--- src/rtl/ysyx_22050019_pkg.sv ---
// Shared definitions for the writeback scheduler: requester indices,
// register-file geometry and the packed writeback request.
package ysyx_22050019_pkg;

  localparam int REQ_ALU    = 0;
  localparam int REQ_LSU    = 1;
  localparam int REQ_CSR    = 2;
  localparam int NREQ       = 3;
  localparam int REG_ADDR_W = 5;
  localparam int XLEN       = 64;

  typedef struct packed {
    logic [REG_ADDR_W-1:0] addr;
    logic [XLEN-1:0]       data;
  } wb_req_t;

endpackage

--- src/rtl/ysyx_22050019_rr_arb.sv ---
// Round-robin arbiter: one-hot grant searched from the pointer upward,
// pointer moves past the winner only when the grant is taken.
module ysyx_22050019_rr_arb #(
  parameter int N = 3
) (
  input  logic         clk,
  input  logic         rst,
  input  logic [N-1:0] req,
  input  logic         advance,
  output logic [N-1:0] gnt
);

  localparam int PW = (N > 1) ? $clog2(N) : 1;
  localparam int CW = PW + 1;

  logic [PW-1:0] ptr;
  logic [PW-1:0] g_idx;
  logic [CW-1:0] cand;
  logic          found;

  always_comb begin
    gnt   = '0;
    g_idx = ptr;
    found = 1'b0;
    cand  = '0;
    for (int k = 0; k < N; k++) begin
      cand = {1'b0, ptr} + CW'(k);
      if (cand >= CW'(N)) cand = cand - CW'(N);
      if (!found && req[cand[PW-1:0]]) begin
        found = 1'b1;
        g_idx = cand[PW-1:0];
      end
    end
    // grants are suppressed while in reset so nothing can be consumed
    if (!rst && found) gnt[g_idx] = 1'b1;
  end

  always_ff @(posedge clk) begin
    if (rst) begin
      ptr <= '0;
    end else if (advance) begin
      ptr <= (g_idx == PW'(N - 1)) ? '0 : g_idx + 1'b1;
    end
  end

endmodule

--- src/rtl/ysyx_22050019_wb_sched.sv ---
// Writeback scheduler: shares the register-file write port between requesters,
// tracks outstanding destinations (WAW stall) and flags RAW hazards on reads.
module ysyx_22050019_wb_sched #(
  parameter int NREQ       = ysyx_22050019_pkg::NREQ,
  parameter int ADDR_WIDTH = ysyx_22050019_pkg::REG_ADDR_W,
  parameter int DATA_WIDTH = ysyx_22050019_pkg::XLEN
) (
  input  logic                       clk,
  input  logic                       rst,
  input  logic [NREQ-1:0]            req_valid,
  output logic [NREQ-1:0]            req_ready,
  input  logic [NREQ*ADDR_WIDTH-1:0] req_addr,
  input  logic [NREQ*DATA_WIDTH-1:0] req_data,
  input  logic                       iss_valid,
  input  logic [ADDR_WIDTH-1:0]      iss_rd,
  output logic                       iss_ready,
  input  logic [ADDR_WIDTH-1:0]      raddr1,
  input  logic [ADDR_WIDTH-1:0]      raddr2,
  output logic                       raw_hazard1,
  output logic                       raw_hazard2,
  output logic                       wen,
  output logic [ADDR_WIDTH-1:0]      waddr,
  output logic [DATA_WIDTH-1:0]      wdata,
  output logic                       err_unexp
);

  import ysyx_22050019_pkg::*;

  localparam int NREG = 2 ** ADDR_WIDTH;

  logic [NREQ-1:0] gnt;
  logic            hs;
  wb_req_t         sel;
  logic [NREG-1:0] busy;
  logic [NREG-1:0] busy_nxt;
  logic            iss_fire;
  logic            wr_live;

  ysyx_22050019_rr_arb #(.N(NREQ)) u_arb (
    .clk     (clk),
    .rst     (rst),
    .req     (req_valid),
    .advance (hs),
    .gnt     (gnt)
  );

  assign req_ready = gnt;
  assign hs        = |(req_valid & gnt);

  always_comb begin
    sel = '0;
    for (int i = 0; i < NREQ; i++) begin
      if (gnt[i]) begin
        sel.addr = req_addr[i*ADDR_WIDTH +: ADDR_WIDTH];
        sel.data = req_data[i*DATA_WIDTH +: DATA_WIDTH];
      end
    end
  end

  assign wr_live = hs && (sel.addr != '0);

  // Stall looks at the current busy bit only; a same-cycle clear releases next cycle.
  assign iss_ready = !rst && ((iss_rd == '0) || !busy[iss_rd]);
  assign iss_fire  = iss_valid && iss_ready && (iss_rd != '0);

  always_comb begin
    busy_nxt = busy;
    if (hs)       busy_nxt[sel.addr] = 1'b0;
    if (iss_fire) busy_nxt[iss_rd]   = 1'b1;
    busy_nxt[0] = 1'b0;
  end

  always_ff @(posedge clk) begin
    if (rst) begin
      busy      <= '0;
      wen       <= 1'b0;
      waddr     <= '0;
      wdata     <= '0;
      err_unexp <= 1'b0;
    end else begin
      busy <= busy_nxt;
      wen  <= wr_live;
      if (wr_live) begin
        waddr <= sel.addr;
        wdata <= sel.data;
        if (!busy[sel.addr]) err_unexp <= 1'b1;
      end
    end
  end

  // The output-stage term covers the cycle after busy clears but before the write lands.
  assign raw_hazard1 = (raddr1 != '0) && (busy[raddr1] || (wen && (waddr == raddr1)));
  assign raw_hazard2 = (raddr2 != '0) && (busy[raddr2] || (wen && (waddr == raddr2)));

endmodule

--- config.mk ---
export PLATFORM = sky130hd
export DESIGN_NAME = ysyx_22050019_wb_sched
export DESIGN_NICKNAME = d
export VERILOG_FILES = /design/src/rtl/ysyx_22050019_pkg.sv /design/src/rtl/ysyx_22050019_rr_arb.sv /design/src/rtl/ysyx_22050019_wb_sched.sv
export SDC_FILE = /design/constraint.sdc
export NUM_CORES = 1
export LEC_CHECK = 0
export BUFFER_PORTS_ARGS = -buffer_cell sky130_fd_sc_hd__buf_4
export CORE_UTILIZATION = 47
export CTS_CLUSTER_SIZE = 25
export DETAILED_ROUTE_END_ITERATION = 16
export PLACE_DENSITY = 0.9
export SETUP_SLACK_MARGIN = 0.15
export SYNTH_ARGS = -nofsm -noshare
export SYNTH_HDL_FRONTEND = slang
export SYNTH_HIERARCHICAL = 1
export SYNTH_SLANG_ARGS = --single-unit
--- constraint.sdc ---
create_clock -name clk -period 6.5 [get_ports clk]
set_clock_uncertainty 0.05 [all_clocks]
set_input_delay 0.325 -clock clk [delete_from_list [all_inputs] [get_ports clk]]
set_output_delay 0.325 -clock clk [all_outputs]
set_load 0.05 [all_outputs]
==> results.sh <==
export IMPL_cts_sinks=104
export IMPL_grt_pass1_wl_um=38300
export IMPL_finalHoldViolCount=0
export IMPL_hold_path_class="in -> reg"
export IMPL_setup_worst_path_class="reg -> reg"
export IMPL_core_region_area_um2=13900
export IMPL_num_fill_cells=1143
export IMPL_slew_violations=0
export IMPL_rows=43
export IMPL_fin_cells=1302
export IMPL_rsz0062_at_grt="false"
export IMPL_synth_area_um2=6750
export IMPL_synth_main_ff_cell="dfxtp_1"
export IMPL_cts_buffers=9
export IMPL_arrival_ps=5060
export IMPL_ios=305
export IMPL_most_common_layout_cells="310 x buf_4, 235 x nand2_1, 104 x dfxtp_1"
export IMPL_r2r_start="u_arb/ptr[0]$_SDFFE_PP0P_"
export IMPL_clockBufferDepth=2
export IMPL_min_period_ps=4830
export IMPL_drtPass1Iterations=5
export IMPL_timing_final_crit_share=0.744
export IMPL_min_path_cells=2
export IMPL_tns_ps=0
export IMPL_start_util=0.484
export IMPL_timing_fmax_mhz=207
export IMPL_clkTransAtPathRegs_ps=70
export IMPL_yosysSeqAreaShare=0.309
export IMPL_async_flop_share=0
export IMPL_gp_routability_congestion=0.946
export IMPL_yosysWarningCount=6
export IMPL_hp_start="rst"
export IMPL_hold_buffers=0
export IMPL_synthToLayoutAreaGrowth_pct=37.9
export IMPL_portBuffers=304
export IMPL_setup_viol_count_final=0
export IMPL_r2r_end="wdata[58]$_SDFFE_PP0P_"
export IMPL_ff_latch_area_um2=2080
export IMPL_synth_seq_cells=104
export IMPL_ant_nets=0
export IMPL_p_leak_uw=0.00368
export IMPL_total_power_uw=2560
export IMPL_tightest_slew_ps=1030
export IMPL_grt_ovfl_total=0
export IMPL_postCtsSetupRepairBufs=0
export IMPL_totalWireLength_um=24900
export IMPL_slew_headroom=0.314
export IMPL_max_stage_delay_ps=560
export IMPL_p_per_area_nw_per_um2=275
export IMPL_worstSkewPairLatency_ps=350
export IMPL_avgSynthCellArea_um2=7.78
export IMPL_reg2regPathDepth=15
export IMPL_wl_per_cell_um=19.1
export IMPL_r2r_slack_ps=1670
export IMPL_synth_edff_count=0
export IMPL_die_w_um=122
export IMPL_drv_cap=0
export IMPL_first_global_vias=7332
export IMPL_die_area_um2=14800
export IMPL_nets=1348
export IMPL_status="finished, final reports clean"
export IMPL_crit_path_max_fanout=93
export IMPL_whs_endpoint="wdata[35]$_SDFFE_PP0P_"
export IMPL_diodes=0
export IMPL_dr_first_iter_drc_count=779
export IMPL_cts_root_buffer="clkbuf_16"
export IMPL_fp_dieH_um=122
export IMPL_cts_tree="yes"
export IMPL_drc_errors=0
export IMPL_ys_types=57
export IMPL_path_cells="inv_1 -> ha_1 -> mux2i_1 -> o21ai_1 -> o2111ai_1 -> a2bb2oi_2 -> and2_4 -> buf_4 -> a21oi_1 -> a22oi_1 -> nor3_1 -> a21o_2 -> buf_4 -> nand2_1 -> a21oi_1"
export IMPL_cp_start_kind="flop"
export IMPL_dp_hpwl_um=18300
export IMPL_netlist_instances=867
export IMPL_dp_cells=1286
export IMPL_cts_repair_resize_count=0
export IMPL_grt_max_degree=97
export IMPL_ctsHtreeMaxLevel=3
export IMPL_drive_above_1_share=0.331
export IMPL_grt_use_total=0.335
export IMPL_critPathRequiredTime_ps=6720
export IMPL_ir_worst_vdd_mv=0.138
export IMPL_antenna_found_initial=0
export IMPL_vias=7760
export IMPL_layout_commonest_cell="buf_4"
export IMPL_synth_nets=1098
export IMPL_via_per_inst=5.96
export IMPL_multi_input_area_um2=4330
export IMPL_worst_setup_path_end_kind="flop"
export IMPL_crit_slowest_cell="nor3_1"
-- flip-flops by register name (all words and copies together) (netlist names) --
name and count:
wen 1, waddr 5, err_unexp 1, wdata 64, u_arb/ptr 2, busy 31
-- Yosys cell counts, drive strengths merged (5+ instances only) --
| cell type | number | area (um^2) |
|---|---|---|
| nand2 | 236 | 888 |
| dfxtp | 104 | 2080 |
| o21ai | 86 | 453 |
| a21oi | 83 | 434 |
| a22oi | 69 | 518 |
| clkbuf | 41 | 154 |
| mux4 | 31 | 717 |
| buf | 30 | 165 |
| o31ai | 30 | 225 |
| nor2b | 26 | 163 |
| nand3b | 23 | 173 |
| nor2 | 13 | 48.8 |
| inv | 11 | 41.3 |
| nand3 | 9 | 70.1 |
| xor2 | 8 | 70.1 |
| nand2b | 6 | 37.5 |
| and2 | 5 | 32.5 |
| nor3 | 5 | 25.0 |
-- cells by family (layout without fill, tap and decap cells) --
group | Yosys count | after routing | share of synthesized area
AO/OA/AOI/OAI | 290 | 290 | 0.272
buffers and inverters | 82 | 337 | 0.0534
flip-flops | 104 | 104 | 0.309
AND/OR/NAND/NOR | 339 | 339 | 0.229
XOR/XNOR | 10 | 10 | 0.0130
multiplexers | 39 | 39 | 0.119
adder cells (fa/ha/maj) | 3 | 3 | 0.00556
-- where the power goes --
part	switching (uW)	internal [uW]	leakage, uW
Combinational	839	423	0.00270
Clock	239	320	0.000143
Sequential	41.2	699	0.000840
Total	1120	1440	0.00368
-- through the flow --
step / util / worst slack (ps) / instance area, um^2 / hold slack [ps]
finish: 0.668 / 1670 / 9310 / 223
global route: 0.668 / 1250 / 9310 / 227
CTS: 0.668 / 1660 / 9310 / 212
detailed placement: 0.646 / 1720 / 9010 / 397
global placement: 0.646 / 1920 / 9010 / 392
floorplan: - / 2480 / 6750 / 371
-- worst max path at each step --
stage                                        end                      start
final                     wdata[58]$_SDFFE_PP0P_  u_arb/ptr[0]$_SDFFE_PP0P_
after global routing      wdata[58]$_SDFFE_PP0P_  u_arb/ptr[0]$_SDFFE_PP0P_
after CTS                 wdata[58]$_SDFFE_PP0P_  u_arb/ptr[0]$_SDFFE_PP0P_
after detailed placement  wdata[41]$_SDFFE_PP0P_  u_arb/ptr[0]$_SDFFE_PP0P_
after global placement    wdata[48]$_SDFFE_PP0P_  u_arb/ptr[0]$_SDFFE_PP0P_
after floorplan           err_unexp$_SDFFE_PP0P_  u_arb/ptr[0]$_SDFFE_PP0P_
-- layout make-up --
class,count,area share
multi-input cells,681,0.465
well taps,180,0.0242
repair buffers,310,0.250
clock inverters,2,0.00403
clock buffers,14,0.0284
flip-flops and latches,104,0.224
inverters,11,0.00444
-- critical path, delay by kind of cell (launching register included) --
kind / cells / cell delay (ps)
DFF: 1 / 350
buffers and inverters: 3 / 1010
AOI/OAI and AO/OA: 7 / 1630
and+or+nand+nor: 3 / 980
adders and majority gates: 1 / 400
muxes: 1 / 260
-- metal layers --
| layer | routed length [um] | part of all wire | GRT usage | vias up |
|---|---|---|---|---|
| met4 | 1360 | 0.055 | 0.204 | 0 |
| met1 | 9190 | 0.37 | 0.397 | 3580 |
| li1 | - | - | - | 3623 |
| met5 | 0 | 0 | 0 | - |
| met3 | 2310 | 0.093 | 0.0730 | 89 |
| met2 | 12100 | 0.48 | 0.553 | 468 |
Power figures use the tool's default switching activity.
